### src/rtl/speech_seq_pkg.sv
// speech_seq_pkg: state encoding, default index limits and the track address helper
package speech_seq_pkg;
  typedef enum logic [2:0] {IDLE, FETCH, SETTLE, PLAY, GAP, DONE} state_t;
  localparam int DEF_NUM_TRACKS = 30;
  localparam int DEF_SKIP_IDX = 30;
  function automatic logic [63:0] track_base(input logic [31:0] idx, input logic [31:0] base,
                                             input logic [31:0] len);
    return {32'd0, base} + {32'd0, idx} * {32'd0, len};
  endfunction
endpackage

### src/rtl/seq_fifo.sv
// seq_fifo: synchronous track-index FIFO; push dropped when full, pop ignored when empty, flush empties it
module seq_fifo #(
  parameter int SEQ_DEPTH = 8,
  parameter int IDX_W = 5
) (
  input  logic clock,
  input  logic reset_b,
  input  logic flush,
  input  logic push,
  input  logic pop,
  input  logic [IDX_W-1:0] din,
  output logic [IDX_W-1:0] dout,
  output logic [$clog2(SEQ_DEPTH):0] count,
  output logic full,
  output logic empty
);
  localparam int AW = $clog2(SEQ_DEPTH);
  logic [IDX_W-1:0] r_mem [SEQ_DEPTH];
  logic [AW:0] r_wp, r_rp;
  logic w_wr, w_rd;
  assign count = r_wp - r_rp;
  assign full = count == (AW+1)'(SEQ_DEPTH);
  assign empty = r_wp == r_rp;
  assign dout = r_mem[r_rp[AW-1:0]];
  assign w_wr = push && !full;
  assign w_rd = pop && !empty;
  always_ff @(posedge clock)
    if (!reset_b || flush) begin
      r_wp <= '0;
      r_rp <= '0;
    end else begin
      r_wp <= r_wp + (AW+1)'(w_wr);
      r_rp <= r_rp + (AW+1)'(w_rd);
    end
  always_ff @(posedge clock)
    if (w_wr) r_mem[r_wp[AW-1:0]] <= din;
endmodule

### src/rtl/speech_sequencer.sv
// speech_sequencer: plays queued track indices from flash, TRACK_LENGTH samples per track on sample_tick.
// Define SPEECH_SEQ_GAP_EN to insert GAP_SAMPLES silent samples between consecutive tracks.
module speech_sequencer import speech_seq_pkg::*; #(
  parameter int ADDR_W = 23,
  parameter int DATA_W = 16,
  parameter int SAMPLE_W = 8,
  parameter int IDX_W = 5,
  parameter int NUM_TRACKS = DEF_NUM_TRACKS,
  parameter int SKIP_IDX = DEF_SKIP_IDX,
  parameter int TRACK_LENGTH = 48000,
  parameter int BASE_ADDR = 1,
  parameter int SEQ_DEPTH = 8,
  parameter int SETTLE_CYC = 4
`ifdef SPEECH_SEQ_GAP_EN
  , parameter int GAP_SAMPLES = 2400
`endif
) (
  input  logic clock,
  input  logic reset_b,
  input  logic push,
  input  logic [IDX_W-1:0] push_idx,
  output logic full,
  output logic [$clog2(SEQ_DEPTH):0] count,
  input  logic start,
  input  logic abort,
  input  logic sample_tick,
  output logic [ADDR_W-1:0] raddr,
  output logic doread,
  input  logic [DATA_W-1:0] frdata,
  input  logic busy,
  output logic [SAMPLE_W-1:0] sample_out,
  output logic sample_valid,
  output logic playing,
  output logic [IDX_W-1:0] cur_idx,
  output logic done,
  output logic err
);
  localparam int RW = $clog2(TRACK_LENGTH + 1);
  localparam int SW = $clog2(SETTLE_CYC + 1);
  state_t r_state;
  logic [RW-1:0] r_rem;
  logic [SW-1:0] r_set;
  logic [ADDR_W-1:0] r_raddr;
  logic [SAMPLE_W-1:0] r_sample;
  logic [IDX_W-1:0] r_cur;
  logic r_doread, r_valid, r_done, r_err;
  logic [IDX_W-1:0] w_head;
  logic w_empty, w_full, w_pop, w_skip, w_bad, w_unused;
`ifdef SPEECH_SEQ_GAP_EN
  localparam int GW = $clog2(GAP_SAMPLES + 1);
  logic [GW-1:0] r_gap;
`endif
  seq_fifo #(.SEQ_DEPTH(SEQ_DEPTH), .IDX_W(IDX_W)) u_fifo (
    .clock(clock), .reset_b(reset_b), .flush(abort), .push(push && !abort), .pop(w_pop),
    .din(push_idx), .dout(w_head), .count(count), .full(w_full), .empty(w_empty)
  );
  assign w_pop = r_state == FETCH && !w_empty && !abort;
  assign w_skip = 32'(w_head) == 32'(SKIP_IDX);
  assign w_bad = 32'(w_head) >= 32'(NUM_TRACKS) && !w_skip;
  assign w_unused = ^frdata[DATA_W-SAMPLE_W-1:0];
  assign full = w_full;
  assign raddr = r_raddr;
  assign doread = r_doread;
  assign sample_out = r_sample;
  assign sample_valid = r_valid;
  assign cur_idx = r_cur;
  assign done = r_done;
  assign err = r_err;
  assign playing = r_state != IDLE && r_state != DONE;
  always_ff @(posedge clock)
    if (!reset_b) begin
      r_state <= IDLE;
      r_raddr <= '0;
      r_doread <= 1'b0;
      r_sample <= '0;
      r_valid <= 1'b0;
      r_done <= 1'b0;
      r_err <= 1'b0;
      r_cur <= '0;
      r_rem <= '0;
      r_set <= '0;
`ifdef SPEECH_SEQ_GAP_EN
      r_gap <= '0;
`endif
    end else if (abort) begin
      r_state <= IDLE;
      r_doread <= 1'b0;
      r_sample <= '0;
      r_valid <= 1'b0;
      r_done <= 1'b0;
    end else begin
      r_valid <= 1'b0;
      r_done <= 1'b0;
      case (r_state)
        IDLE:
          if (start) begin
            r_err <= 1'b0;
            r_state <= FETCH;
          end
        FETCH:
          if (w_empty) begin
            r_done <= 1'b1;
            r_state <= DONE;
          end else if (w_bad) r_err <= 1'b1;
          else if (!w_skip) begin
            r_raddr <= ADDR_W'(track_base(32'(w_head), 32'(BASE_ADDR), 32'(TRACK_LENGTH)));
            r_rem <= RW'(TRACK_LENGTH);
            r_cur <= w_head;
            r_set <= '0;
            r_doread <= 1'b1;
            r_state <= SETTLE;
          end
        SETTLE:
          if (r_set >= SW'(SETTLE_CYC - 1) && !busy) r_state <= PLAY;
          else r_set <= r_set + SW'(r_set < SW'(SETTLE_CYC - 1));
        PLAY:
          if (sample_tick) begin
            r_sample <= frdata[DATA_W-1 -: SAMPLE_W];
            r_valid <= 1'b1;
            r_raddr <= r_raddr + ADDR_W'(1);
            r_rem <= r_rem - RW'(1);
            if (r_rem == RW'(1)) begin
              r_doread <= 1'b0;
`ifdef SPEECH_SEQ_GAP_EN
              r_gap <= GW'(GAP_SAMPLES);
              r_state <= w_empty ? FETCH : GAP;
`else
              r_state <= FETCH;
`endif
            end
          end
`ifdef SPEECH_SEQ_GAP_EN
        GAP:
          if (sample_tick) begin
            r_sample <= '0;
            r_valid <= 1'b1;
            r_gap <= r_gap - GW'(1);
            if (r_gap == GW'(1)) r_state <= FETCH;
          end
`endif
        DONE: r_state <= IDLE;
        default: r_state <= IDLE;
      endcase
      if (push && w_full) r_err <= 1'b1;
    end
endmodule
### config.mk
export PLATFORM = sky130hd
export DESIGN_NAME = speech_sequencer
export DESIGN_NICKNAME = d
export VERILOG_FILES = /design/src/rtl/speech_seq_pkg.sv /design/src/rtl/seq_fifo.sv /design/src/rtl/speech_sequencer.sv
export SDC_FILE = /design/constraint.sdc
export NUM_CORES = 1
export LEC_CHECK = 0
export ABC_AREA = 1
export CORE_MARGIN = 2
export CORE_UTILIZATION = 40
export DETAILED_ROUTE_END_ITERATION = 6
export GPL_ROUTABILITY_DRIVEN = 0
export GPL_TIMING_DRIVEN = 1
export PLACE_DENSITY = 0.62
export SLEW_MARGIN = 20
export SYNTH_ARGS = -nofsm -noshare
export SYNTH_HDL_FRONTEND = slang
export SYNTH_SLANG_ARGS = --single-unit
### constraint.sdc
create_clock -name clock -period 4 [get_ports clock]
set_input_delay 1 -clock clock [delete_from_list [all_inputs] [get_ports clock]]
set_output_delay 1 -clock clock [all_outputs]
set_load 0.05 [all_outputs]
Word level (Yosys, flattened, before mapping)

Memories as Yosys holds them, arrays and structs flattened. A register that Yosys moved wholly into a read port is not among the register bits.
Index checks and enable logic that the tools add are counted.
Widths: inputs -> output; s select.

Add/sub/neg operators: 7
Multipliers: 1
Order comparisons: 3
Equal/unequal tests: 21
Mux-type cells: 39
Bitwise logic cells: 7
Reductions and logical operators: 31

Operators with widths:

| cell                  | number |
|---|---|
| $mux 23               | 4 |
| $mux 16               | 4 |
| $pmux 23 s2           | 1 |
| $mux 3                | 12 |
| $pmux 16 s2           | 1 |
| $reduce_and 6->1      | 4 |
| $add 23x1->23 const B | 1 |
| $add 1x21->22 const A | 1 |
| $eq 16x1->1 const B   | 1 |
| $ne 2x2->1 const B    | 8 |
| $sub 16x1->16 const B | 1 |
| $mul 5x9->14 const B  | 1 |
| $mux 1                | 13 |
| $pmux 3 s4            | 1 |
| $reduce_and 5->1      | 2 |
| $logic_and 1x1->1     | 9 |
| $ne 3x2->1 const B    | 3 |
| $ne 3x3->1 const B    | 3 |
| $add 4x1->4           | 2 |
| $not 1->1             | 7 |
| $eq 3x2->1 const B    | 2 |
| $logic_not 1->1       | 6 |
| $pmux 3 s2            | 1 |
| $reduce_bool 3->1     | 2 |
| 16 further kinds      | 19 |

Register bits: 70
Memory bits (writable): 40
Input port bits: 28
Output and inout bits: 46
Memories kept: 1

Memory list:

| memory       | depth | width | rd ports | clocked after memory_dff | wr ports | line           | text |
|---|---|---|---|---|---|---|---|
| u_fifo.r_mem | 8     | 5     | 1        | 1                        | 1        | seq_fifo.sv:18 | `logic [IDX_W-1:0] r_mem [SEQ_DEPTH];` |

Logic depth before layout (Yosys ltp)

Gate-level depths: netlist (run 1).

Depth after elaboration: 7
Mapped depth: 24
Depth with buffers taken out: 23

By module

Synthesis (run 1) repeated with hierarchy kept, for this count alone.

Cell total of the unflattened synthesis: 896
Area, all modules: 6602.6 um^2

Modules (own cells, without submodules):

| module           | times used | cells each | area each (um^2) | sequential area each (um^2) |
|---|---|---|---|---|
| speech_sequencer | 1          | 694        | 4449.3           | 1241.2 |
| seq_fifo         | 1          | 202        | 2153.3           | 1361.3 |

Worst setup path after synthesis (run 1)

Ideal clock, no wire load.

Path type: flip-flop to flip-flop
Start: register u_fifo.r_rp[0]
End: register r_raddr[19] (netlist: raddr[19])
Library setup time: 0.118 ns
Arrival: 4.007 ns
Data required time: 3.882 ns
Slack: -0.124 ns
Cell stages (with the launch flop): 23
Period minus slack after synthesis: 4.124 ns
Cells stage by stage: dfxtp_1 > inv_2 > buf_6 > clkbuf_1 > nor2_1 > o22ai_1 > o21ai_0 > inv_1 > fa_1 > fa_1 > fa_1 > ha_1 > a21oi_1 > nand2_1 > a21oi_1 > inv_1 > nand2_1 > nand2_1 > or2_2 > nand3_1 > nand2_1 > nor2_1 > nor2_1

Word-level cells in the longest chain between the ends: 3

Ends and longest elaborated chain:

| element                    | line                    | text |
|---|---|---|
| start, declared            | seq_fifo.sv:19          | `logic [AW:0] r_wp, r_rp;` |
| start signal, assigned     | seq_fifo.sv:33          | `r_rp <= r_rp + (AW+1)'(w_rd);` |
| $eq 4x4->1                 | seq_fifo.sv:23          | `assign empty = r_wp == r_rp;` |
| $ne 2x2->1 (no line)       | --                      |  |
| $reduce_and 6->1 (no line) | --                      |  |
| end signal, assigned       | speech_sequencer.sv:106 | `r_raddr <= ADDR_W'(track_base(32'(w_head), 32'(BASE_ADDR), 32'(TRACK_LENGTH)));` |
| end signal, assigned       | speech_sequencer.sv:120 | `r_raddr <= r_raddr + ADDR_W'(1);` |
| end, declared              | speech_sequencer.sv:43  | `logic [ADDR_W-1:0] r_raddr;` |

Every way passes these cells.
A chain may end at the register's enable or synchronous reset.

Worst setup path in the final report (run 1)

Ends and elaborated chain as after synthesis.

==> flow_summary_export.csv, run 1 <==
group,metric,value,unit
worst_setup_path,slowest_delay,0.56,ns
logic_synthesis,synth_edf_count,40,
logic_synthesis,ys_seq_elements,110,
logic_synthesis,ys_types,47,
cts,clock_sinks,110,
power_and_ir_drop,ir_worst_vdd,337,uV
drt,firstDrtPassIters,5,
sta,period_share,0.966,
die,die_y,131,um
finish,fillers,1544,
status,status,"completed",
cts,clock-root-buffer,"clkbuf_16",
job,cap_violations,0,
grt,grt_max_degree,38,
die,die_x,131,um
grt,overflow,0,
drt,drc,0,
drt,drt_iter0_drc,289,
logic_synthesis,syn_area,6420,um^2
worst_setup_path,rr_worst_depth,20,
power_and_ir_drop,comb_power_share,0.246,
worst_setup_path,cp.required,4.26,ns
finish,num-nets-final,988,
finish,num_antenna_cells,0,
finish,area_delta_synth_final,25.4,%
hold_path,min_from,"err",
power_and_ir_drop,pwr-share-seq,0.423,
hold_path,hp-class,"flip-flop to flip-flop",
placement,place_hpwl,11.1,mm
worst_setup_path,r2r-start,"u_fifo.r_rp[0]",
grt,grt_util_all_layers,0.180,
drt,wl_per_cell,13.3,um
sta,timing.fmax,0.259,GHz
drt,drt-total-wl,15.1,mm
sta,whs,0.461,ns
placement,portBuffers,65,
cts,numCtsBuffers,9,
power_and_ir_drop,p_clk_frac,0.331,
grt,antenna_found_initial,0,
worst_setup_path,regToRegSetupSlack,0.13,ns
power_and_ir_drop,p_sw_frac,0.316,
worst_setup_path,slowest_stage,"fa_1",
placement,placed_cell_area,7560,um^2
sta,setup-violations-final,0,
worst_setup_path,crit_start,"u_fifo.r_rp[0]",
cts,clock_latency,0.37,ns
sta,timing.final.crit_period,3.87,ns
logic_synthesis,synthCells,810,
die,ios,74,
cts,clockBufferDepth,2,
hold_path,whs_path_depth,2,
power_and_ir_drop,p_int,0.00195,W
drt,viasPerCell,4.86,
sta,fin_skew,0.0147,ns
cts,ctsHoldBuffers,0,
cts,htree_levels,3,
worst_setup_path,crit_buf_inv,3,
hold_path,min_to,"err",
cts,clk_pin_slew,0.08,ns
placement,pre_cts_slack,-0.108,ns
power_and_ir_drop,p_sw,0.000899,W
logic_synthesis,synth.top_cell.area_share,0.218,
sta,hold_viol,0,
cts,cts_tree,"yes",
logic_synthesis,synth_flop_cell,"dfxtp_1",
finish,drive_gt1_frac,0.133,
worst_setup_path,cp_max_fo,10,
grt,grt_pass1_wl,24.1,mm
worst_setup_path,crit_type,"flip-flop to flip-flop",
drt,ant_nets,0,
power_and_ir_drop,total_leakage_power,3.30,nW
worst_setup_path,start_kind,"flip-flop",
logic_synthesis,seq_area_frac_synth,0.405,
drt,vias,5495,
sta,rsz0062_at_grt,"true",
die,start_util,0.407,
power_and_ir_drop,power_density,353,nW/um^2
sta,drv_slew,0,
die,rows,46,
worst_setup_path,worstPathCellList,"buf_6, o21ai_2, o22ai_2, o21ai_2, inv_2, fa_2, fa_1, fa_1, ha_4, a21oi_2, nand2_2, a21oi_2, inv_1, nand2_1, nand2_1, or2_4, nand3_2, nand2_1, nor2_1, nor2_1",
sta,tightest_slew,0.840,ns
logic_synthesis,synth_area_leaders,"dfxtp_1 (22%), edfxtp_1 (19%), nand2_1 (7.8%)",
worst_setup_path,cp_top_family,"adder cells",
worst_setup_path,cp_common_cell,"nand2_1",
worst_setup_path,cp.arrival,4.12,ns
finish,finalCoreUtilization,0.511,
logic_synthesis,async_flop_share,0,
logic_synthesis,synth_top_area_cell,"dfxtp_1",
worst_setup_path,worst_setup_path_end_kind,"flip-flop",
logic_synthesis,avgSynthCellArea,7.93,um^2
worst_setup_path,r2r_end,"raddr[19]",
die,die-area,17100,um^2
logic_synthesis,synthesis.nets,888,
sta,tns,0,ns
logic_synthesis,yosys_warnings,0,
finish,final_area,8050,um^2
die,coreArea,15800,um^2
sta,max_slew_margin,0.436,
grt,grt_pass1_vias,4948,
sta,setup_ws,0.135,ns
-- power groups by stage --
stage,Clock (W),Combinational (W),Sequential [W]
after floorplan,0,0.000393,0.00126
after global placement,0,0.000634,0.00123
after detailed placement,0,0.000639,0.00123
after CTS,0.000961,0.000648,0.00121
after global routing,0.00101,0.000783,0.00121
final,0.000941,0.000701,0.00120
-- how the worst max path moves through the flow --
stage | endpoint | slack (ns) | cells past startpoint
finish | raddr[19] | 0.13 | 20
global route | raddr[19] | -0.09 | 20
detailed placement | raddr[19] | -0.11 | 20
CTS | raddr[19] | 0.008 | 20
global placement | raddr[19] | -0.06 | 20
floorplan | raddr[19] | 0.004 | 22
-- state kept, by name (all words and copies together), names as in the netlist --
signal and cells:
raddr 23, cur_idx 5, sample_out 8, doread 1
r_state 3, r_rem 16, r_set 3, u_fifo.r_mem 40
err 1, done 1, u_fifo.r_wp 4, u_fifo.r_rp 4
sample_valid 1
-- cell type report --
class                           count  area, um^2  share of cell area
Multi-Input combinational cell    577        3440               0.428
Sequential cell                   110        2610               0.324
Timing Repair Buffer              112        1020               0.126
Inverter                           99         380              0.0472
Tap cell                          216         270              0.0336
Clock buffer                        9         225              0.0280
Clock inverter                      7        96.3              0.0120
Timing Repair inverter              1        7.51            0.000932
-- layout by cell type, fill, tap and decap left out, types with 35 or more instances in the layout --
master and instances:
a21oi_1 40, buf_4 45, clkdlybuf4s50_1 64, dfxtp_1 67
edfxtp_1 40, ha_1 35, inv_1 86, nand2_1 131
nand3_1 42, nor2_1 116, o21ai_0 62
-- metal layers --
metal  share of wire  vias to the layer above  wire length, um  GRT usage
met1            0.47                     2492             7030      0.236
met5               0                        -                0          0
met3           0.036                       15              544     0.0366
met4           0.013                        0              193     0.0469
li1                -                     2894                -          -
met2            0.48                       94             7290      0.303
-- tightest hold or removal path, cell delays in order (launching register included) --
cell and delay (ns):
dfxtp_1 0.31, nand2_1 0.06, a21oi_1 0.05
-- Yosys cell counts, types with 4 or more instances --
library cell / n
buf_6: 4
nand2_1: 134
nor3_1: 19
o21ai_0: 71
inv_2: 7
xnor2_1: 10
clkbuf_1: 6
ha_1: 40
inv_1: 89
fa_1: 10
nor2_1: 118
buf_2: 9
o21ai_1: 6
nand3_2: 6
a21oi_1: 44
xor2_1: 15
edfxtp_1: 40
nand4_1: 7
dfxtp_1: 70
nor4_1: 6
nand3_1: 45
o22ai_1: 5
-- repair_timing --
item | in CTS | in global routing
setup endpoints to repair | 6 | 8
gates cloned | 1 | 0
buffers inserted | 0 | 2
endpoints found under the hold margin | 0 | 0
pin swaps | 0 | 19
resized for setup | 9 | 38
-- kinds of logic after synthesis --
group | synth area share
simple gates | 0.244
compound gates | 0.128
buf+inv | 0.0799
flops | 0.405
fa+ha+maj | 0.109
xor+xnor | 0.0341
-- stage by stage --
step	cells	power (W)
after global placement	1113	0.00187
after floorplan	810	0.00165
final	1131	0.00285
after global routing	1131	0.00300
after detailed placement	1113	0.00187
after CTS	1130	0.00281
Note: power is estimated with default switching activity, not from simulation.
==> run 2, diff against run 1 <==
MAX_ROUTING_LAYER = met4   (was default)
SYNTH_HIERARCHICAL = 1   (was default)
==> flow_summary_export.csv, run 2 <==
group,metric,value,unit
finish,finalCoreUtilization,0.491,
sta,tns,0,ns
hold_path,hp-class,"flip-flop to flip-flop",
grt,grt_pass1_wl,26.3,mm
power_and_ir_drop,p_int,0.00180,W
sta,timing.fmax,0.271,GHz
worst_setup_path,worst_setup_path_end_kind,"flip-flop",
cts,htree_levels,3,
logic_synthesis,yosysMostFrequentCell,"nand2_1",
worst_setup_path,cp.required,4.30,ns
power_and_ir_drop,comb_power_share,0.204,
drt,drt_iter0_drc,373,
die,die-area,17500,um^2
finish,area_delta_synth_final,18.9,%
worst_setup_path,cp_common_cell,"nand2_1",
power_and_ir_drop,power_density,323,nW/um^2
worst_setup_path,slowest_stage,"fa_1",
cts,cts_setup_buffers,0,
worst_setup_path,crit_type,"flip-flop to flip-flop",
logic_synthesis,ys_types,36,
logic_synthesis,synth_commonest_cells,"nand2_1 (210), nor2_1 (133), inv_1 (100), nand3_1 (71), dfxtp_1 (70)",
worst_setup_path,worstPathCellList,"inv_1, buf_4, o21ai_0, o22ai_1, nand2_1, nand2_2, buf_4, ha_1, fa_1, fa_1, ha_1, nand2_2, inv_1, nand2_1, nand2_1, nand2_1, nand3_1, nand2_1, nand2_1, nor2_1, nor2_1, nor2_1",
cts,clock_latency,0.36,ns
drt,firstDrtPassIters,5,
logic_synthesis,ys_seq_elements,110,
grt,grt_util_all_layers,0.188,
cts,clk_pin_slew,0.07,ns
sta,max_slew_margin,0.550,
cts,clockBufferDepth,2,
worst_setup_path,cp_max_fo,15,
logic_synthesis,synth_edf_count,40,
die,start_util,0.413,
power_and_ir_drop,p_clk_frac,0.331,
grt,antenna_found_initial,0,
sta,hold_viol,0,
die,ios,74,
die,coreArea,16000,um^2
placement,dp_cells,1170,
drt,wl_per_cell,13.2,um
drt,viasPerCell,4.92,
sta,fin_skew,0.00804,ns
cts,clock_sinks,110,
power_and_ir_drop,ir_worst_vdd,210,uV
die,die_x,132,um
drt,drc,0,
worst_setup_path,crit_buf_inv,4,
cts,clock-root-buffer,"clkbuf_16",
logic_synthesis,synth_flop_cell,"dfxtp_1",
placement,portBuffers,65,
logic_synthesis,synth_area_leaders,"dfxtp_1 (21%), edfxtp_1 (18%), nand2_1 (12%)",
power_and_ir_drop,pwr-share-seq,0.465,
grt,grt_pass1_vias,5422,
finish,final_cell_mix,"nand2_1 (206), nor2_1 (131), inv_1 (99), nand3_1 (71), dfxtp_1 (70)",
sta,timing.final.crit_period,3.69,ns
cts,numCtsBuffers,9,
logic_synthesis,synthesis.nets,974,
sta,tightest_slew,0.673,ns
finish,largest_reg_flops,40,
cts,cts_tree,"yes",
logic_synthesis,syn_area,6600,um^2
logic_synthesis,synth.top_cell.area_share,0.212,
job,cap_violations,0,
worst_setup_path,cp_top_family,"adder cells",
logic_synthesis,avgSynthCellArea,7.37,um^2
die,rows,46,
status,status,"completed",
logic_synthesis,async_flop_share,0,
power_and_ir_drop,p_sw_frac,0.291,
finish,num-nets-final,1043,
grt,overflow,0,
grt,grt_max_degree,37,
sta,drv_slew,0,
finish,stdcell_count,1186,
worst_setup_path,slowest_delay,0.48,ns
worst_setup_path,cp.arrival,3.99,ns
logic_synthesis,seq_area_frac_synth,0.394,
die,die_y,132,um
sta,period_share,0.923,
drt,ant_nets,0,
worst_setup_path,start_kind,"flip-flop",
sta,setup-violations-final,0,
finish,num_antenna_cells,0,
power_and_ir_drop,p_sw,0.000738,W
logic_synthesis,synthCells,896,
power_and_ir_drop,total_leakage_power,3.27,nW
finish,drive_gt1_frac,0.0722,
drt,vias,5840,
placement,place_hpwl,11.6,mm
logic_synthesis,yosys_warnings,6,
logic_synthesis,synth_top_area_cell,"dfxtp_1",
finish,mostFrequentLayoutCell,"nand2_1",
drt,drt-total-wl,15.6,mm
[run 2: changes by cell type after synthesis, sizes merged, moves of 9 or more]
cell,change
nand2,+75
nand3,+23
nor2,+23
o21ai,-21
a21oi,+14
nor3,-10
xor2,-9
[run 2: timing repair]
action | in CTS | in global routing
setup endpoints to repair | 0 | 9
hold buffers | 0 | 0
gates resized for setup | 0 | 18
[run 2: worst register-to-register path: stages, from the launching register on]
cell	delay (ns)
dfxtp_1	0.37
inv_1	0.05
buf_4	0.18
o21ai_0	0.17
o22ai_1	0.09
nand2_1	0.07
nand2_2	0.11
buf_4	0.17
ha_1	0.32
fa_1	0.48
fa_1	0.39
ha_1	0.39
nand2_2	0.14
inv_1	0.05
nand2_1	0.09
nand2_1	0.06
nand2_1	0.05
nand3_1	0.09
nand2_1	0.07
nand2_1	0.04
nor2_1	0.12
nor2_1	0.05
nor2_1	0.07
[run 2: final timing paths]
kind / start / end / slack, ns / depth (start not counted)
max: u_fifo/r_rp[0] / raddr[20] / 0.31 / 22
min: sample_out[7] / sample_out[7] / 0.47 / 2
max reg2reg: u_fifo/r_rp[0] / raddr[20] / 0.31 / 22
min reg2reg: sample_out[7] / sample_out[7] / 0.47 / 2
[run 2: layout make-up]
| class | instances | area [um^2] |
|---|---|---|
| Tap cell | 216 | 270 |
| Multi-Input combinational cell | 658 | 3530 |
| Fill cell | 1638 | 8150 |
| Clock inverter | 5 | 33.8 |
| Clock buffer | 11 | 233 |
| Timing Repair Buffer | 82 | 788 |
| Sequential cell | 110 | 2600 |
| Inverter | 104 | 390 |
[run 2: logic make-up (layout without fill, tap and decap cells)]
kind of cell / Yosys count / after routing / synth area share
buf+inv: 128 / 202 / 0.0779
xor+xnor: 14 / 14 / 0.0186
simple gates: 460 / 460 / 0.297
flops: 110 / 110 / 0.394
fa+ha+maj: 50 / 50 / 0.106
compound gates: 134 / 134 / 0.106
[run 2: layer usage]
layer / vias to the layer above / wire length, um / global-route usage
li1: 3056 / - / -
met1: 2670 / 7970 / 0.258
met2: 99 / 6890 / 0.290
met3: 15 / 540 / 0.0238
met4: 0 / 219 / 0.0591
met5: - / 0 / -
[run 2: through the flow]
step	instance area [um^2]	power [W]	worst slack, ns	hold slack (ns)
floorplan	6600	0.00155	0.441	0.462
CTS	7790	0.00253	0.0787	0.473
detailed placement	7530	0.00169	0.178	0.459
global route	7850	0.00267	-0.00894	0.490
finish	7850	0.00253	0.310	0.471
global placement	7530	0.00168	0.214	0.454
[run 2: power groups by stage]
stage / Clock (W) / Sequential [W] / Combinational, W
after floorplan: 0 / 0.00121 / 0.000343
after global placement: 0 / 0.00120 / 0.000478
after detailed placement: 0 / 0.00120 / 0.000482
after CTS: 0.000866 / 0.00118 / 0.000484
after global routing: 0.000900 / 0.00118 / 0.000588
final: 0.000840 / 0.00118 / 0.000516
==> variant 1 (settings of run 2) <==
The 6 states of `state_t` get a one-hot encoding in 6 bits.
--- a/src/rtl/speech_seq_pkg.sv
+++ b/src/rtl/speech_seq_pkg.sv
@@ -1,5 +1,5 @@
 // speech_seq_pkg: state encoding, default index limits and the track address helper
 package speech_seq_pkg;
-  typedef enum logic [2:0] {IDLE, FETCH, SETTLE, PLAY, GAP, DONE} state_t;
+  typedef enum logic [5:0] {IDLE = 6'b000001, FETCH = 6'b000010, SETTLE = 6'b000100, PLAY = 6'b001000, GAP = 6'b010000, DONE = 6'b100000} state_t;
   localparam int DEF_NUM_TRACKS = 30;
   localparam int DEF_SKIP_IDX = 30;
Formal check against the unedited RTL: same outputs for any inputs over 4 cycles, from zero or initial values and one cycle with reset_b low; so few cycles prove little.
==> variant 1 against run 2 <==
Die area rose by 2.4%. Wire length rose by 1.5%. Cell area rose by 3.5%. Area after synthesis rose by 2.5%. Global-route usage barely moved. Setup slack improved by 23 ps. Sequential cell count rose by 2. Via count rose by 3.3%. Total power rose by 7.1%. Worst hold slack improved by 16 ps.
==> variant 1: results (changes against run 2) <==
| Metric | Value |
|---|---|
| Crit path DAT | `3930 ps (-60 ps)` |
| Vias/cell | `4.892 (-0.65%)` |
| Pre-CTS WS | `189.8 ps (+12.12 ps)` |
| Largest net degree at the start of global routing | `50 (+35%)` |
| Switching fraction of total power | `30.76% (+1.6 points)` |
| R2R setup slack | `330 ps (+20 ps)` |
| Reg2Reg Depth | `21 (-4.5%)` |
| Worst Skew | `12.90 ps (+4.862 ps)` |
| CP max stage delay | `510 ps (+30 ps)` |
| Static Leak | `3.467 nW (+6.0%)` |
| Final Net Count | `1086 (+4.1%)` |
| Reg2reg end | `raddr[17]` |
| Post-Synth Adder-Cell Area | `10.35% (-0.26 points)` |
| Initial DRC count | `355 (-4.8%)` |
| First-pass GRT wire length | `26650 µm (+1.3%)` |
| Layout cell share with drive strength beyond 1 | `8.193% (+0.98 points)` |
| Hold path startpoint | `doread` |
| XOR/XNOR Fraction of Synth Area | `0.7763% (-1.1 points)` |
| Worst Path Max Fanout | `20 (+5)` |
| Clock Latency Late Sink | `370 ps` |
| Synth Net Count | `1007 (+3.4%)` |
| Status | `completed` |
| Fillers | `1669 (+1.9%)` |
| Min-delay worst type | `reg2reg` |
| Synth top cells by count | `nand2_1, nor2_1, inv_1, nand3_1, dfxtp_1` |
| Synth area leaders | `dfxtp_1, edfxtp_1, nand2_1` |
| Critical R2R Launch | `u_fifo/r_rp[0]` |
| Vias in the first global route | `5526 (+1.9%)` |
| Multi-input gate area | `3625 µm² (+2.5%)` |
| Final worst path period share | `91.68% (-0.58 points)` |
| Sequential area share after synthesis | `39.04% (-0.38 points)` |
| Area after DPL | `7777 µm² (+3.3%)` |
| Routed wire length | `15850 µm (+1.5%)` |
[variant 1: cell count changes after synthesis, moves of 3 or more]
| cell | before | now |
|---|---|---|
| xnor2_1 | 8 | 4 |
| nor2_1 | 133 | 157 |
| buf_6 | 1 | 4 |
| a21oi_1 | 58 | 43 |
| nand2_1 | 210 | 225 |
| nand4_1 | 5 | 14 |
| nand3_1 | 71 | 75 |
| nor3_1 | 8 | 5 |
| nand2_2 | 3 | 6 |
| clkinv_1 | 0 | 3 |
| xor2_1 | 6 | 2 |
| nor2_4 | 1 | 4 |
[variant 1: what timing repair did]
action,in CTS,in global routing
setup endpoints to repair,0,8
resized for setup,0,8
setup buffers,0,0
[variant 1: worst max-delay path by stage]
stage              startpoint        end  cells past startpoint
2_1_floorplan  u_fifo/r_rp[1]  raddr[20]                     21
3_3_place_gp   u_fifo/r_rp[0]  raddr[16]                     19
3_5_place_dp   u_fifo/r_rp[0]  raddr[16]                     19
4_1_cts        u_fifo/r_wp[0]       full                      8
5_1_grt        u_fifo/r_rp[0]  raddr[20]                     23
6_report       u_fifo/r_rp[0]  raddr[17]                     21
[variant 1: routing by layer]
metal | part of all wire [%] | GRT usage (%) | vias up
met5 | 0 | - | -
li1 | - | - | 3182
met3 | 3.4 | 3.023 | 16
met2 | 47 | 31.00 | 95
met4 | 1.5 | 4.620 | 0
met1 | 49 | 24.45 | 2739
[variant 1: per-stage QoR]
step | instances | total power [W] | hold slack [ps]
global route | 1233 | 0.002864 | 494.9
global placement | 1217 | 0.001757 | 468.7
finish | 1233 | 0.002714 | 486.6
floorplan | 929 | 0.001594 | 456.5
CTS | 1233 | 0.002717 | 489.4
detailed placement | 1217 | 0.001762 | 475.4
[variant 1: kinds of logic after synthesis]
kind of cell | Yosys count
xor gates and xnor gates | 6
DFF | 112
adders and majority gates | 50
buffers and inverters | 129
AOI/OAI and AO/OA | 119
and+or+nand+nor | 513
[variant 1: area by class of cell]
cell class / instances / area share, %
repair buffers: 91 / 10.74
clock buffers: 9 / 2.771
inverters: 106 / 4.895
flip-flops and latches: 112 / 32.52
well taps: 220 / 3.386
multi-input cells: 688 / 44.59
clock inverters: 7 / 1.093
[variant 1: power by group through the flow]
stage / clock network [W] / registers, W / logic (W)
floorplan: 0 / 0.00123 / 0.000359
global placement: 0 / 0.00123 / 0.000531
detailed placement: 0 / 0.00123 / 0.000535
CTS: 0.000978 / 0.00120 / 0.000539
global route: 0.00102 / 0.00120 / 0.000641
finish: 0.000954 / 0.00120 / 0.000561
[variant 1: worst max-delay path, delay by kind of cell (launching register included)]
kind                     cells  cell delay [ps]
buffers and inverters        5              400
AO/OA/AOI/OAI                1              170
AND/OR/NAND/NOR             11             1020
adder cells (fa/ha/maj)      4             1620
flip-flops                   1              340
==> variant 2 (settings of run 2) <==
Made on the original files. Build with the macro `SPEECH_SEQ_GAP_EN` defined.
--- a/src/rtl/speech_sequencer.sv
+++ b/src/rtl/speech_sequencer.sv
@@ -1,4 +1,6 @@
 // speech_sequencer: plays queued track indices from flash, TRACK_LENGTH samples per track on sample_tick.
 // Define SPEECH_SEQ_GAP_EN to insert GAP_SAMPLES silent samples between consecutive tracks.
+`define SPEECH_SEQ_GAP_EN
+
 module speech_sequencer import speech_seq_pkg::*; #(
   parameter int ADDR_W = 23,
Formal check against the unedited RTL: same outputs for any inputs over 4 cycles, from zero or initial values and one cycle with reset_b low; that may be too few to reach the edited logic, so the function may still have changed.
==> variant 2 against run 2 <==
Total power is 55% higher. Cell area increased by 17%. Largest cell class unchanged. Critical endpoint is now raddr[15]. Area after synthesis up 15%. Setup slack worse by 14 ps. Sequential cell count rose by 12. Combinational power is 72% higher. Wire length is 16% higher. Critical path depth fell by 5.
==> variant 2: results (changes against run 2) <==
| Metric | Value |
|---|---|
| Area after DPL | `8492 µm² (+13%)` |
| H-Tree Level Count | `4 (+1)` |
| Worst Path Max Fanout | `20 (+5)` |
| Library cells used by synthesis | `41 (+14%)` |
| Drt pass-1 iters | `4 (-1)` |
| Reg2Reg Depth | `17 (-23%)` |
| Sequential area share after synthesis | `37.36% (-2.1 points)` |
| Synth Net Count | `1138 (+17%)` |
| Vias/cell | `4.941 (+0.34%)` |
| Routed wl met2 | `8306 µm (+21%)` |
| Measured slew at the worst slew-check pin | `525.4 ps (-147.7 ps)` |
| Wire length on met3 | `578 µm (+7.0%)` |
| Synth top cells by count | `nand2_1, nor2_1, inv_1, nand3_1, dfxtp_1` |
| XOR/XNOR Fraction of Synth Area | `1.496% (-0.36 points)` |
| Static Leak | `3.970 nW (+21%)` |
| Final HPWL DP | `13000 µm (+12%)` |
| Worst Skew | `24.11 ps (+16.07 ps)` |
| Post-Synth Adder-Cell Area | `9.536% (-1.1 points)` |
| Routed wire length | `18110 µm (+16%)` |
| Clock Latency Late Sink | `430 ps (+70 ps)` |
| Final Net Count | `1208 (+16%)` |
| CP max stage delay | `570 ps (+90 ps)` |
| Met1 Use GR | `25.57% (-0.28 points)` |
| Post-Syn Area per Cell | `7.193 µm² (-2.4%)` |
| First-pass GRT wire length | `30100 µm (+14%)` |
| M1 WL | `8977 µm (+13%)` |
| TritonCTS buffer count | `17 (+8)` |
| Layout cell share with drive strength beyond 1 | `8.764% (+1.5 points)` |
| Synth area leaders | `dfxtp_1, edfxtp_1, nand2_1` |
| Placed insts | `1342 (+15%)` |
| Crit path DAT | `4000 ps (about the same)` |
| Total track usage | `19.16% (+0.33 points)` |
| Status | `completed` |
| Met2 Use GR | `29.92% (+0.90 points)` |
| Peak VDD IR | `328.3 µV (+56%)` |
[variant 2: cell types whose count changed in the layout (fill, tap and decap cells not counted), moves of 5 or more]
cell and change:
inv_1 +14, nand3_1 +25, clkbuf_16 +8, dfxtp_1 +12, nor2_1 +24, nand2_1 +56, nor2_4 +5
[variant 2: how the worst max path moves through the flow]
| stage | start | endpoint | slack [ps] | cells after the start |
|---|---|---|---|---|
| 2_1_floorplan | u_fifo/r_rp[0] | raddr[15] | 440 | 17 |
| 3_3_place_gp | u_fifo/r_rp[0] | raddr[15] | 240 | 17 |
| 3_5_place_dp | u_fifo/r_rp[0] | raddr[15] | 200 | 17 |
| 4_1_cts | u_fifo/r_wp[0] | full | 60 | 8 |
| 5_1_grt | u_fifo/r_rp[0] | raddr[19] | 6 | 20 |
| 6_report | u_fifo/r_rp[0] | raddr[15] | 300 | 17 |
[variant 2: metrics by stage]
stage	total power, W	utilization, %	hold slack [ps]	setup slack, ps
2_1_floorplan	0.002028	-	448.2	444.0
3_5_place_dp	0.002244	45.40	465.0	200.4
3_3_place_gp	0.002236	45.40	458.8	239.3
6_report	0.003926	49.15	471.4	295.7
4_1_cts	0.003926	48.82	476.9	64.58
5_1_grt	0.004146	49.15	493.9	5.921
[variant 2: area by class of cell]
cell class | instances | area, µm²
Tap cell | 234 | 292.8
Clock buffer | 17 | 425.4
Fill cell | 1866 | 9512
Timing Repair Buffer | 80 | 769.5
Inverter | 123 | 469.2
Sequential cell | 122 | 2843
Clock inverter | 15 | 214.0
Multi-Input combinational cell | 784 | 4180
[variant 2: report_power, final]
group | internal (W) | switching, W
Clock | 0.00105 | 0.000618
Combinational | 0.000330 | 0.000561
Sequential | 0.00132 | 0.0000433
